--- config.mk ---
export PLATFORM = sky130hd
export DESIGN_NAME = uart_tx_fifo_flat
export DESIGN_NICKNAME = d
export VERILOG_FILES = /design/src/rtl/uart_tx_fifo_if.sv /design/src/rtl/uart_tx_fifo.sv /design/src/flat_wrapper.sv
export SDC_FILE = /design/constraint.sdc
export NUM_CORES = 1
export LEC_CHECK = 0
export BUFFER_PORTS_ARGS = -buffer_cell sky130_fd_sc_hd__buf_2
export CAP_MARGIN = 20
export CORE_MARGIN = 5
export CORE_UTILIZATION = 56
export DETAILED_ROUTE_END_ITERATION = 6
export HOLD_SLACK_MARGIN = 0.12
export PLACE_DENSITY = 0.75
export SLEW_MARGIN = 20
export SYNTH_ARGS = -nofsm -noshare
export SYNTH_HDL_FRONTEND = slang
export SYNTH_SLANG_ARGS = --single-unit
--- constraint.sdc ---
create_clock -name clk -period 3.94 [get_ports clk]
set_input_delay 0.197 -clock clk [delete_from_list [all_inputs] [get_ports clk]]
set_output_delay 0.197 -clock clk [all_outputs]
set_load 0.02 [all_outputs]
--- src/rtl/uart_tx_fifo_if.sv ---
// CPU-side bundle of the UART transmitter: write byte and strobe in; serial line and status out.
// The master drives the write side; the slave (the transmitter) drives line and status.
interface uart_tx_fifo_if #(
  parameter int FIFO_DEPTH = 4
);
  localparam int CW = $clog2(FIFO_DEPTH + 1);

  logic [7:0]    data;
  logic          _uart_in;
  logic          _flag_do;
  logic          tx;
  logic          busy;
  logic          overflow;
  logic [CW-1:0] fifo_count;

  modport master (
    output data, _uart_in,
    input  _flag_do, tx, busy, overflow, fifo_count
  );

  modport slave (
    input  data, _uart_in,
    output _flag_do, tx, busy, overflow, fifo_count
  );
endinterface

--- src/rtl/uart_tx_fifo.sv ---
// 8N1 UART transmitter behind a small write FIFO; a byte written into an empty idle FIFO starts its
// frame one edge later. Writes to a full FIFO are dropped (sticky overflow) unless a pop frees a slot.
module uart_tx_fifo #(
  parameter int CLK_DIV    = 16,
  parameter int FIFO_DEPTH = 4
) (
  input logic           clk,
  input logic           mr,
  uart_tx_fifo_if.slave uart
);
  localparam int CW = $clog2(FIFO_DEPTH + 1);
  localparam int PW = $clog2(FIFO_DEPTH);
  localparam int DW = $clog2(CLK_DIV);
  localparam logic [CW-1:0] FULL     = CW'(FIFO_DEPTH);
  localparam logic [DW-1:0] DIV_LAST = DW'(CLK_DIV - 1);

  typedef enum logic [1:0] {IDLE, START, DATA, STOP} state_t;

  state_t        state_q, state_d;
  logic [DW-1:0] div_q, div_d;
  logic [2:0]    bit_q, bit_d;
  logic [7:0]    shift_q, shift_d;
  logic [7:0]    mem_q [FIFO_DEPTH];
  logic [PW-1:0] wr_ptr_q, rd_ptr_q;
  logic [CW-1:0] count_q, count_d;
  logic          overflow_q;
  logic          div_last, fifo_empty, wr_req, push, pop;

  assign div_last   = (div_q == DIV_LAST);
  assign fifo_empty = (count_q == '0);
  assign wr_req     = ~uart._uart_in;

  always_comb begin
    state_d = state_q;
    div_d   = div_last ? '0 : div_q + DW'(1);
    bit_d   = bit_q;
    shift_d = shift_q;
    pop     = 1'b0;
    case (state_q)
      IDLE: begin
        div_d = '0;
        if (!fifo_empty) begin
          pop     = 1'b1;
          shift_d = mem_q[rd_ptr_q];
          state_d = START;
        end
      end
      START: begin
        if (div_last) begin
          bit_d   = '0;
          state_d = DATA;
        end
      end
      DATA: begin
        if (div_last) begin
          shift_d = {1'b0, shift_q[7:1]};
          bit_d   = bit_q + 3'd1;
          if (bit_q == 3'd7) state_d = STOP;
        end
      end
      STOP: begin
        // Reloading straight from the FIFO keeps consecutive frames gap-free.
        if (div_last) begin
          if (!fifo_empty) begin
            pop     = 1'b1;
            shift_d = mem_q[rd_ptr_q];
            state_d = START;
          end else begin
            state_d = IDLE;
          end
        end
      end
      default: state_d = IDLE;
    endcase
  end

  // A pop on the same edge frees the slot, so a write into a full FIFO is still accepted.
  assign push = wr_req & ((count_q != FULL) | pop);

  always_comb begin
    count_d = count_q;
    if (push && !pop)      count_d = count_q + CW'(1);
    else if (pop && !push) count_d = count_q - CW'(1);
  end

  always_ff @(posedge clk or posedge mr) begin
    if (mr) begin
      state_q    <= IDLE;
      div_q      <= '0;
      bit_q      <= '0;
      shift_q    <= '0;
      wr_ptr_q   <= '0;
      rd_ptr_q   <= '0;
      count_q    <= '0;
      overflow_q <= 1'b0;
    end else begin
      state_q <= state_d;
      div_q   <= div_d;
      bit_q   <= bit_d;
      shift_q <= shift_d;
      count_q <= count_d;
      if (push) wr_ptr_q <= wr_ptr_q + PW'(1);
      if (pop)  rd_ptr_q <= rd_ptr_q + PW'(1);
      if (wr_req && !push) overflow_q <= 1'b1;
    end
  end

  always_ff @(posedge clk) begin
    if (push) mem_q[wr_ptr_q] <= uart.data;
  end

  assign uart.tx         = (state_q == START) ? 1'b0 :
                           (state_q == DATA)  ? shift_q[0] : 1'b1;
  assign uart.busy       = (state_q != IDLE) | ~fifo_empty;
  assign uart.overflow   = overflow_q;
  assign uart.fifo_count = count_q;
  assign uart._flag_do   = (count_q == FULL);
endmodule

--- src/flat_wrapper.sv ---
// flat-port wrapper written by rule: the top's interface ports become plain ports
module uart_tx_fifo_flat 
#(
  parameter int CLK_DIV    = 16,
  parameter int FIFO_DEPTH = 4
)
  (clk, mr, uart_data, uart__uart_in, uart__flag_do, uart_tx, uart_busy, uart_overflow, uart_fifo_count);
  uart_tx_fifo_if #(.FIFO_DEPTH(FIFO_DEPTH)) uart_i ();
  input logic clk;
  input logic mr;
  input wire logic [$bits(uart_i.data)-1:0] uart_data;
  input wire logic [$bits(uart_i._uart_in)-1:0] uart__uart_in;
  output wire logic [$bits(uart_i._flag_do)-1:0] uart__flag_do;
  output wire logic [$bits(uart_i.tx)-1:0] uart_tx;
  output wire logic [$bits(uart_i.busy)-1:0] uart_busy;
  output wire logic [$bits(uart_i.overflow)-1:0] uart_overflow;
  output wire logic [$bits(uart_i.fifo_count)-1:0] uart_fifo_count;
  assign uart_i.data = uart_data;
  assign uart_i._uart_in = uart__uart_in;
  assign uart__flag_do = uart_i._flag_do;
  assign uart_tx = uart_i.tx;
  assign uart_busy = uart_i.busy;
  assign uart_overflow = uart_i.overflow;
  assign uart_fifo_count = uart_i.fifo_count;
  uart_tx_fifo #(.CLK_DIV(CLK_DIV), .FIFO_DEPTH(FIFO_DEPTH)) u_core (.clk(clk), .mr(mr), .uart(uart_i));
endmodule
==> reports/results.tsv <==
stage	metric	value	unit
timing	Slew Limit Fails	0	
logic_synthesis	Post-synth top flop	edfxtp_1	
clock_network	post-cts resize count	0	
timing	max frequency	383.7	MHz
clock_network	clock latency on the worst-skew pair	330	ps
drt	WL final	4.255	mm
timing	Setup violations, final	0	
logic_synthesis	number of synthesized flops with an enable pin	32	
critical_path	CP endpoint kind	register	
critical_path	critical path required time	4200	ps
run_status	outcome	complete, no violations	
logic_synthesis	post-synth top area cell	edfxtp_1	
timing	Worst Tran Pin Value	668.7	ps
place	Port Buffers	17	
clock_network	Longest Clk Path Bufs	2	
timing	final worst path period share	0.6615	
power_and_ir_drop	Power Dens Cells	796.8	nW/µm²
grt	initial antenna violation count	0	
worst_hold_path	hold path start	uart__uart_in	
layout	layout cells sized above 1	0.2271	
layout	Core Util, Final	0.6757	
floorplanning	core box area	4414	µm²
critical_path	crit path from	u_core.state_q[0]	
critical_path	Setup crit start kind	register	
timing	Slew Limit Headroom	0.5542	
layout	final-stage net count	227	
clock_network	Hold-fix buffers, CTS	9	
logic_synthesis	Synthesis Warnings	0	
floorplanning	die height	77.80	µm
clock_network	Max H-tree Level	3	
critical_path	Crit Path Max Fanout	7	
worst_hold_path	Min-Delay Path Depth	3	
critical_path	FF-to-FF Start	u_core.state_q[0]	
floorplanning	# rows	24	
logic_synthesis	Async SR Flop Fraction	0.4386	
clock_network	Worst-path clk slew	60	ps
clock_network	# clock sinks	57	
place	Placer Congestion	0.7841	
worst_hold_path	worst hold path type	input pin to register	
drt	drt pass-1 iters	4	
logic_synthesis	post-synthesis sequential area ratio	0.6164	
grt	vias in the first global route	1518	
floorplanning	io pins	18	
clock_network	CTS tree	done	
grt	first-pass GRT wire length	7.659	mm
drt	WL/cell	16.43	µm
timing	final hold vios	0	
logic_synthesis	Yosys reg bits	57	
power_and_ir_drop	leakage power	1.214	nW
floorplanning	Starting Density	0.5830	
floorplanning	Die W	77.80	µm
layout	Area Overhead vs Synth	15.90	%
drt	DRT antenna net count	0	
power_and_ir_drop	VDD IR-drop max	0.0004273	V
logic_synthesis	share of Yosys cell area claimed by the top area cell type	0.3734	
drt	Via density	5.494	
layout	# diodes	0	
logic_synthesis	Synth cell types	43	
critical_path	R2R depth	11	
drt	DR vias	1423	
timing	Final TNS setup	0	ps
logic_synthesis	Synth Instances	169	
timing	minimum clock period	2606	ps
grt	largest net degree at the start of global routing	26	
clock_network	CTS Root Cell	clkbuf_8	
grt	total grt overflow	0	
clock_network	Setup Buffers After CTS	0	
logic_synthesis	Avg Cell Area, Syn	15.23	µm²
place	HPWL after detailed placement	2.996	mm
run	max_cap viols	0	
drt	1st-iter DRT viols	128	
critical_path	Worst Path Class, Setup	register to register	
logic_synthesis	Synth Cell Area	2574	µm²
clock_network	cts bufs inserted	9	
grt	All-Layer GR Usage	0.1678	
critical_path	Worst EP arrival	2860	ps
timing	RSZ-0062 raised after global routing	false	
logic_synthesis	top cells by area, synth	edfxtp_1, dfrtp_1, mux4_2, ha_1, mux2i_1	
drt	DRC viols	0	
timing	worst clock skew	7.900	ps
floorplanning	Die Area	6052	µm²
logic_synthesis	Post-Syn Nets	194	
==> per-stage QoR <==
step	power, W	instances	instance area (µm²)	setup slack, ps	hold slack (ps)
floorplan	0.001692	169	2574	1576	224.3
global placement	0.001821	233	2688	1470	405.9
detailed placement	0.001887	233	2688	1365	414.1
CTS	0.002391	258	2955	1343	185.8
global route	0.002561	259	2983	1164	192.1
finish	0.002377	259	2983	1334	202.8
==> metal layers <==
layer / wire [µm] / GRT usage
met1: 1939 / 0.2250
met2: 2021 / 0.2487
met3: 198 / 0.05440
met4: 94 / 0.07732
met5: 0 / 0
==> cell type report <==
type	count	area, µm²
flip-flops and latches	57	1587
fillers	299	1431
multi-input cells	96	895.9
repair buffers	27	202.7
clock buffers	11	131.4
well taps	52	65.06
inverters	11	55.05
clock inverters	5	46.29
==> logic make-up (layout without fill, tap and decap cells) <==
| family | Yosys count | after routing | synth area share |
|---|---|---|---|
| adder cells (fa/ha/maj) | 14 | 14 | 0.07098 |
| buffers and inverters | 16 | 54 | 0.03549 |
| flip-flops | 57 | 57 | 0.6164 |
| AO/OA/AOI/OAI | 24 | 24 | 0.07244 |
| AND/OR/NAND/NOR | 34 | 34 | 0.07487 |
| multiplexers | 17 | 17 | 0.1060 |
| XOR/XNOR | 7 | 7 | 0.02382 |
==> power by group <==
group	switching [W]	leakage, nW	internal [W]	total [W]
Clock	0.000211	0.0898	0.000285	0.000496
Combinational	0.000469	0.536	0.000419	0.000888
Sequential	0.000162	0.589	0.000831	0.000993
Total	0.000842	1.21	0.00153	0.00238
==> flip-flops by register name (all words and copies together), names as in the netlist <==
register and flops:
u_core.state_q 2, u_core.bit_q 3, u_core.mem_q 32, u_core.div_q 4
u_core.uart.fifo_count 3, u_core.wr_ptr_q 2, u_core.uart.overflow 1, u_core.rd_ptr_q 2
u_core.shift_q 8
==> critical path, cell delays in order (launching register included) <==
cell and delay (ps):
dfrtp_1 410, inv_1 130, ha_1 290, a41oi_1 90, or2_1 290, a21oi_4 210
ha_1 220, inv_1 60, fa_1 380, xor2_1 170, nor2_1 120, xor2_1 150
==> worst paths after layout <==
| check | endpoint | slack, ps |
|---|---|---|
| min | u_core.wr_ptr_q[0] | 200 |
| max reg2reg | u_core.uart.fifo_count[2] | 1330 |
| min reg2reg | u_core.uart.overflow | 480 |
| max | u_core.uart.fifo_count[2] | 1330 |
| max in group asynchronous | u_core.bit_q[1] | 3230 |
| min in group asynchronous | u_core.state_q[0] | 330 |
==> cells in the mapped netlist, drive strengths merged, types with 2 or more instances <==
cell type	instances
mux4	8
a32o	2
xnor2	4
mux2i	7
or2	2
a21oi	12
dfrtp	25
nand4b	2
inv	10
o21ai	4
buf	4
nand2	4
nor3	3
and2	4
ha	13
xor2	3
mux2	2
edfxtp	32
nor2	11
==> layout by cell type, fill, tap and decap left out, types with 2 or more instances in the layout <==
cell           instances
edfxtp_1              32
dfrtp_1               25
buf_2                 17
ha_1                  13
nor2_1                11
inv_1                  9
a21oi_1                9
clkbuf_8               9
dlygate4sd3_1          9
mux4_2                 8
mux2i_1                7
nand2_1                4
xnor2_1                4
and2_1                 4
clkinv_1               4
o21ai_0                3
xor2_1                 3
nand4b_1               2
nor3_1                 2
a21oi_2                2
a32o_1                 2
clkbuf_1               2
No activity file was read; power rests on OpenSTA's default activity.
